**src/rtl/hyperbus_pkg.sv**
```systemverilog
// Shared definitions for the Wishbone-to-HyperBus bridge: word widths
// and the one-hot bridge FSM state encoding.
package hyperbus_pkg;

    localparam int HB_WORD = 16;
    localparam int WB_WORD = 32;

    typedef enum logic [3:0] {
        ST_IDLE  = 4'b0001,
        ST_WRITE = 4'b0010,
        ST_READ  = 4'b0100,
        ST_DONE  = 4'b1000
    } bridge_state_t;

endpackage

```
**src/rtl/hyperbus_wb_bridge.sv**
```systemverilog
// Wishbone B4 classic 32-bit slave in front of the HyperBus leader controller.
// Each WB access becomes one or two 16-bit controller beats on wrq/rrq;
// read beats are assembled into a 32-bit word returned with a single ack.
// Optional build macro HBUS_BRIDGE_TIMEOUT_EN adds a stall watchdog that
// aborts a request after TIMEOUT_CYCLES idle cycles and answers with wb_err_o.
module hyperbus_wb_bridge
    import hyperbus_pkg::*;
#(
    parameter int ADDR_LENGTH    = 32,
    parameter int REG_SPACE_BIT  = 31,
    parameter int TIMEOUT_CYCLES = 1023
) (
    input  logic                   clk,
    input  logic                   rstn,
    input  logic [ADDR_LENGTH-1:0] wb_adr_i,
    input  logic [WB_WORD-1:0]     wb_dat_i,
    input  logic [3:0]             wb_sel_i,
    input  logic                   wb_we_i,
    input  logic                   wb_cyc_i,
    input  logic                   wb_stb_i,
    output logic [WB_WORD-1:0]     wb_dat_o,
    output logic                   wb_ack_o,
    output logic                   wb_err_o,
    output logic [ADDR_LENGTH-1:0] hb_adr_o,
    output logic                   hb_reg_space_o,
    output logic [HB_WORD-1:0]     hb_dat_o,
    output logic [2:0]             hb_mask_o,
    output logic                   hb_wrq_o,
    output logic                   hb_rrq_o,
    input  logic                   hb_ready_i,
    input  logic                   hb_valid_i,
    input  logic [HB_WORD-1:0]     hb_dat_i
);

    bridge_state_t          state_q, state_d;
    logic [1:0]             nbeats_q;
    logic                   beat_q;
    logic                   drop_q;
    logic [WB_WORD-1:0]     dat_q;
    logic [3:0]             sel_q;
    logic [ADDR_LENGTH-1:0] adr_half;
    logic                   start, last_beat, wr_fire, rd_fire, beat_fire;
    logic                   finish, tmo_hit, tmo_flag;

    // The ack/err cycle itself must not restart the access the master still strobes
    assign start     = (state_q == ST_IDLE) && wb_cyc_i && wb_stb_i && !wb_ack_o && !wb_err_o;
    assign last_beat = ({1'b0, beat_q} == (nbeats_q - 2'd1));
    assign wr_fire   = (state_q == ST_WRITE) && hb_wrq_o && hb_ready_i;
    assign rd_fire   = (state_q == ST_READ) && hb_rrq_o && hb_valid_i;
    assign beat_fire = wr_fire || rd_fire;
    assign finish    = (beat_fire && last_beat) || tmo_hit;

    // Halfword address of the 32-bit word, register-space select removed
    always_comb begin
        adr_half                  = wb_adr_i >> 1;
        adr_half[0]               = 1'b0;
        adr_half[REG_SPACE_BIT-1] = 1'b0;
    end

    // FSM state register
    always_ff @(posedge clk or negedge rstn) begin
        if (!rstn) state_q <= ST_IDLE;
        else       state_q <= state_d;
    end

    // FSM next-state decode
    always_comb begin
        state_d = state_q;
        unique case (state_q)
            ST_IDLE:           if (start) state_d = wb_we_i ? ST_WRITE : ST_READ;
            ST_WRITE, ST_READ: if (finish) state_d = ST_DONE;
            ST_DONE:           state_d = ST_IDLE;
            default:           state_d = ST_IDLE;
        endcase
    end

    // Access capture, beat sequencing, read assembly and registered outputs
    always_ff @(posedge clk or negedge rstn) begin
        if (!rstn) begin
            nbeats_q       <= 2'd0;
            beat_q         <= 1'b0;
            drop_q         <= 1'b0;
            dat_q          <= '0;
            sel_q          <= '0;
            wb_dat_o       <= '0;
            wb_ack_o       <= 1'b0;
            hb_adr_o       <= '0;
            hb_reg_space_o <= 1'b0;
            hb_dat_o       <= '0;
            hb_mask_o      <= '0;
            hb_wrq_o       <= 1'b0;
            hb_rrq_o       <= 1'b0;
        end else begin
            wb_ack_o <= 1'b0;
            if (start) begin
                nbeats_q       <= wb_adr_i[REG_SPACE_BIT] ? 2'd1 : 2'd2;
                beat_q         <= 1'b0;
                drop_q         <= 1'b0;
                dat_q          <= wb_dat_i;
                sel_q          <= wb_sel_i;
                hb_adr_o       <= adr_half;
                hb_reg_space_o <= wb_adr_i[REG_SPACE_BIT];
                hb_dat_o       <= wb_we_i ? wb_dat_i[HB_WORD-1:0] : '0;
                hb_mask_o      <= wb_we_i ? {1'b0, ~wb_sel_i[1:0]} : 3'b000;
            end
            // A master that gives up mid-transaction gets no ack, but the burst finishes
            if (state_q != ST_IDLE && !wb_cyc_i) drop_q <= 1'b1;
            // Request rises one cycle after entering WRITE/READ
            if (state_q == ST_WRITE && !hb_wrq_o && !finish) hb_wrq_o <= 1'b1;
            if (state_q == ST_READ && !hb_rrq_o && !finish)  hb_rrq_o <= 1'b1;
            if (wr_fire && !last_beat) begin
                beat_q    <= 1'b1;
                hb_dat_o  <= dat_q[WB_WORD-1:HB_WORD];
                hb_mask_o <= {1'b0, ~sel_q[3:2]};
            end
            if (rd_fire) begin
                if (nbeats_q == 2'd1) wb_dat_o <= {{(WB_WORD-HB_WORD){1'b0}}, hb_dat_i};
                else if (beat_q)      wb_dat_o[WB_WORD-1:HB_WORD] <= hb_dat_i;
                else                  wb_dat_o[HB_WORD-1:0] <= hb_dat_i;
                if (!last_beat) beat_q <= 1'b1;
            end
            if (finish) begin
                hb_wrq_o <= 1'b0;
                hb_rrq_o <= 1'b0;
            end
            if (state_q == ST_DONE) wb_ack_o <= !drop_q && wb_cyc_i && !tmo_flag;
        end
    end

`ifdef HBUS_BRIDGE_TIMEOUT_EN
    localparam int TMO_W = $clog2(TIMEOUT_CYCLES + 1);

    logic [TMO_W-1:0] tmo_cnt_q;
    logic             tmo_flag_q;

    assign tmo_hit  = (hb_wrq_o || hb_rrq_o) && !beat_fire &&
                      (tmo_cnt_q == TMO_W'(TIMEOUT_CYCLES - 1));
    assign tmo_flag = tmo_flag_q;

    // Stall watchdog: counts request cycles without a beat, aborts on expiry
    always_ff @(posedge clk or negedge rstn) begin
        if (!rstn) begin
            tmo_cnt_q  <= '0;
            tmo_flag_q <= 1'b0;
            wb_err_o   <= 1'b0;
        end else begin
            wb_err_o <= 1'b0;
            if (start) tmo_flag_q <= 1'b0;
            if (!(hb_wrq_o || hb_rrq_o) || beat_fire) tmo_cnt_q <= '0;
            else                                      tmo_cnt_q <= tmo_cnt_q + 1'b1;
            if (tmo_hit) tmo_flag_q <= 1'b1;
            if (state_q == ST_DONE) wb_err_o <= !drop_q && wb_cyc_i && tmo_flag_q;
        end
    end
`else
    // Without the watchdog the bridge waits forever and never errors
    logic unused_tmo;
    assign unused_tmo = (TIMEOUT_CYCLES != 0);
    assign tmo_hit    = 1'b0;
    assign tmo_flag   = 1'b0;
    assign wb_err_o   = 1'b0;
`endif

endmodule

```
**config.mk**
```make
export PLATFORM = sky130hd
export DESIGN_NAME = hyperbus_wb_bridge
export DESIGN_NICKNAME = d
export VERILOG_FILES = /design/src/rtl/hyperbus_pkg.sv /design/src/rtl/hyperbus_wb_bridge.sv
export SDC_FILE = /design/constraint.sdc
export NUM_CORES = 1
export LEC_CHECK = 0
export BUFFER_PORTS_ARGS = -buffer_cell sky130_fd_sc_hd__buf_2
export CORE_UTILIZATION = 48
export CTS_CLUSTER_DIAMETER = 50
export DETAILED_ROUTE_END_ITERATION = 10
export GPL_ROUTABILITY_DRIVEN = 0
export PLACE_DENSITY_LB_ADDON = 0.08
export SLEW_MARGIN = 20
export SYNTH_ARGS = -nofsm -noshare
export SYNTH_HDL_FRONTEND = slang
export SYNTH_SLANG_ARGS = --single-unit
```
**constraint.sdc**
```tcl
create_clock -name clk -period 2.2 [get_ports clk]
set_input_delay 0.11 -clock clk [delete_from_list [all_inputs] [get_ports clk]]
set_output_delay 0.11 -clock clk [all_outputs]
set_load 0.05 [all_outputs]
```
==> flow_metrics.tcl <==
set metrics [dict create \
    dpl_cell_area_sq_um 5532 \
    avgSynthCellArea_sq_um 14.31 \
    swShare_pct 40.42 \
    grt_max_degree 41 \
    cp.arrival_ps 2320 \
    globalRouteOverflowTotal 0 \
    rsz0062_at_grt "no" \
    area.sequential_sq_um 2704 \
    ir_worst_vdd_v 0.0006943 \
    wire_per_inst_um 15.46 \
    coreArea_sq_um 8891 \
    final_cell_area_sq_um 6399 \
    die-area_sq_um 9749 \
    hold_viol_final 0 \
    die_w_um 98.74 \
    worstSetupPathType "reg2reg" \
    grt_pass1_wl_um 17010 \
    start_util_pct 50.52 \
    antenna_cells 0 \
    pwr-share-comb_pct 38.4 \
    max_slew_margin_pct 67.21 \
    ys_seq_elements 108 \
    start_kind "flip-flop" \
    hp-class "in2reg" \
    p_seq_share_pct 41.7 \
    drive_gt1_share_pct 50.53 \
    postCtsHoldBufs 66 \
    fill_cells 630 \
    clock.fmax_mhz 483.9 \
    end_kind "flip-flop" \
    grt_pass1_vias 3510 \
    dp_hpwl_um 6767 \
    chipHeight_um 98.74 \
    synth_cell_types 34 \
    power.density_nw_per_um2 988.9 \
    port_buffers 171 \
    insertion_delay_ps 370 \
    syn_area_sq_um 4492 \
    io_pins 179 \
    worst_slew_pin_slew_ps 485.0 \
    grt_usage_pct 22.48 \
    power_switching_uw 2558 \
    detail-route-antenna-nets 0 \
    cts_setup_buffers 0 \
    final_max_slew_viol_count 0 \
    post_cts_resized 0 \
    fin_skew_ps 12.27 \
    antenna_found_initial 0 \
    clk_pin_slew_worst_paths_ps 100 \
    tns_ps 0 \
    via_count 3332 \
    finalCriticalPeriod_ps 2067 \
    cp.required_ps 2450 \
    core.rowCount 34 \
    multi_input_area_sq_um 1615 \
    area_delta_synth_final_pct 42.45 \
    p_leak_uw 0.003260 \
    clock_sinks 108 \
    power_uw 6328 \
    cts-buffers-inserted 9 \
    route.detailed.drc 0 \
    hold_slack_ps 90.47 \
    yosys_warnings 0 \
    clkPwrFrac_pct 19.9 \
    viasPerCell 4.958 \
    cts-root-buf "clkbuf_8" \
    final_core_util_pct 71.97 \
    synth_seq_area_share_pct 60.19 \
    final_common_cell "buf_2" \
    drt_pass1_iterations 4 \
    drt_iter0_markers 80 \
    cap_violations 0 \
    nNetsFinal 651 \
    status "completed" \
    clockBufferDepth 2 \
    fin_crit_sh_pct 93.94 \
    drt-total-wl_um 10390 \
    path_max_fanout 16 \
    setup_violations 0 \
    cts_max_level 3 \
    layout_common_cells "170 x buf_2, 107 x dfrtp_1, 72 x mux2_2, 66 x dlygate4sd3_1, 20 x mux2i_1" \
    intPower_uw 3770 \
    cts_tree "built" \
    syn_inst 314 \
]
==> worst max-delay path: stages, from the launching register on <==
cell	delay, ps
dfrtp_1	440
or4b_1	560
or3_1	460
buf_12	190
mux2_4	300
==> synth_stat cells <==
cell type	n	area share [%]
a21oi_1	1	0.11
a21oi_2	1	0.20
a22o_1	18	3.5
and2_1	1	0.14
and4b_1	1	0.22
buf_2	9	1.0
buf_4	7	1.2
buf_6	1	0.25
clkbuf_1	3	0.25
conb_1	1	0.083
dfrtp_1	107	60
dfstp_2	1	0.59
ha_1	1	0.28
inv_1	19	1.6
mux2_2	72	18
mux2_4	8	2.7
mux2i_1	20	4.5
nand2_1	19	1.6
nand4b_1	1	0.20
nor2_1	3	0.25
nor2b_1	2	0.28
nor3_1	1	0.11
nor3b_1	1	0.17
nor3b_2	1	0.28
nor4b_1	2	0.39
nor4b_2	1	0.33
o211ai_1	1	0.17
o21a_1	2	0.33
o21bai_1	1	0.17
o2bb2ai_1	3	0.59
or3_1	1	0.14
or4b_1	1	0.22
or4b_2	1	0.22
xnor2_1	2	0.39
==> layer usage <==
| layer | track usage [%] | vias to the layer above | routed length (um) | part of all wire, % |
|---|---|---|---|---|
| met5 | 0 | - | 0 | 0 |
| met4 | 5.855 | 0 | 134 | 1.3 |
| met3 | 7.518 | 13 | 747 | 7.2 |
| met2 | 38.08 | 124 | 5271 | 51 |
| met1 | 27.79 | 1627 | 4237 | 41 |
| li1 | - | 1568 | - | - |
==> registers in the layout (all words and copies together), names as in the netlist <==
register   flops
beat_q         1
wb_ack_o       1
dat_q         16
hb_rrq_o       1
nbeats_q       2
sel_q          2
hb_wrq_o       1
state_q        4
drop_q         1
hb_dat_o      16
hb_adr_o      29
wb_dat_o      32
hb_mask_o      2
==> stage by stage <==
| step | std cells | setup slack [ps] |
|---|---|---|
| finish | 672 | 133.4 |
| global route | 672 | 29.05 |
| CTS | 672 | 125.4 |
| detailed placement | 590 | 154.4 |
| global placement | 590 | 179.2 |
| floorplan | 318 | 163.2 |
==> final cells by class <==
class | count | share of cell area, %
Clock buffer | 10 | 1.995
Tap cell | 108 | 2.112
Inverter | 19 | 1.115
Clock inverter | 6 | 1.232
Sequential cell | 108 | 42.26
Timing Repair Buffer | 250 | 26.05
Multi-Input combinational cell | 171 | 25.24
==> power groups by stage <==
stage          registers (uW)  clock network [uW]  logic [uW]
2_1_floorplan            3780                   0         627
3_3_place_gp             2650                   0        2320
3_5_place_dp             2670                   0        2350
4_1_cts                  2640                1300        2440
5_1_grt                  2700                1380        2570
6_report                 2640                1260        2430
==> path summary, 6_finish.rpt <==
path | startpoint | endpoint | slack, ps | depth (start not counted)
max in group asynchronous | rstn | hb_rrq_o | 1170 | 3
hold / removal | wb_sel_i[1] | hb_mask_o[1] | 90 | 4
hold reg to reg | sel_q[3] | hb_mask_o[1] | 450 | 1
min in group asynchronous | rstn | drop_q | 240 | 2
setup reg to reg | state_q[3] | hb_dat_o[9] | 130 | 4
setup / recovery | state_q[3] | hb_dat_o[9] | 130 | 4
==> kinds of logic (layout without fill, tap and decap cells) <==
family                     Yosys count  after routing  share of synthesized area [%]
AOI/OAI and AO/OA                   27             27                          5.070
xor gates and xnor gates             2              2                         0.3900
adders and majority gates            1              1                         0.2785
buffers and inverters               39            285                          4.262
DFF                                108            108                          60.20
muxes                              100            100                          25.18
other                                1              5                        0.08349
and+or+nand+nor                     36             36                          4.540
Note: power is estimated with default switching activity, not from simulation.
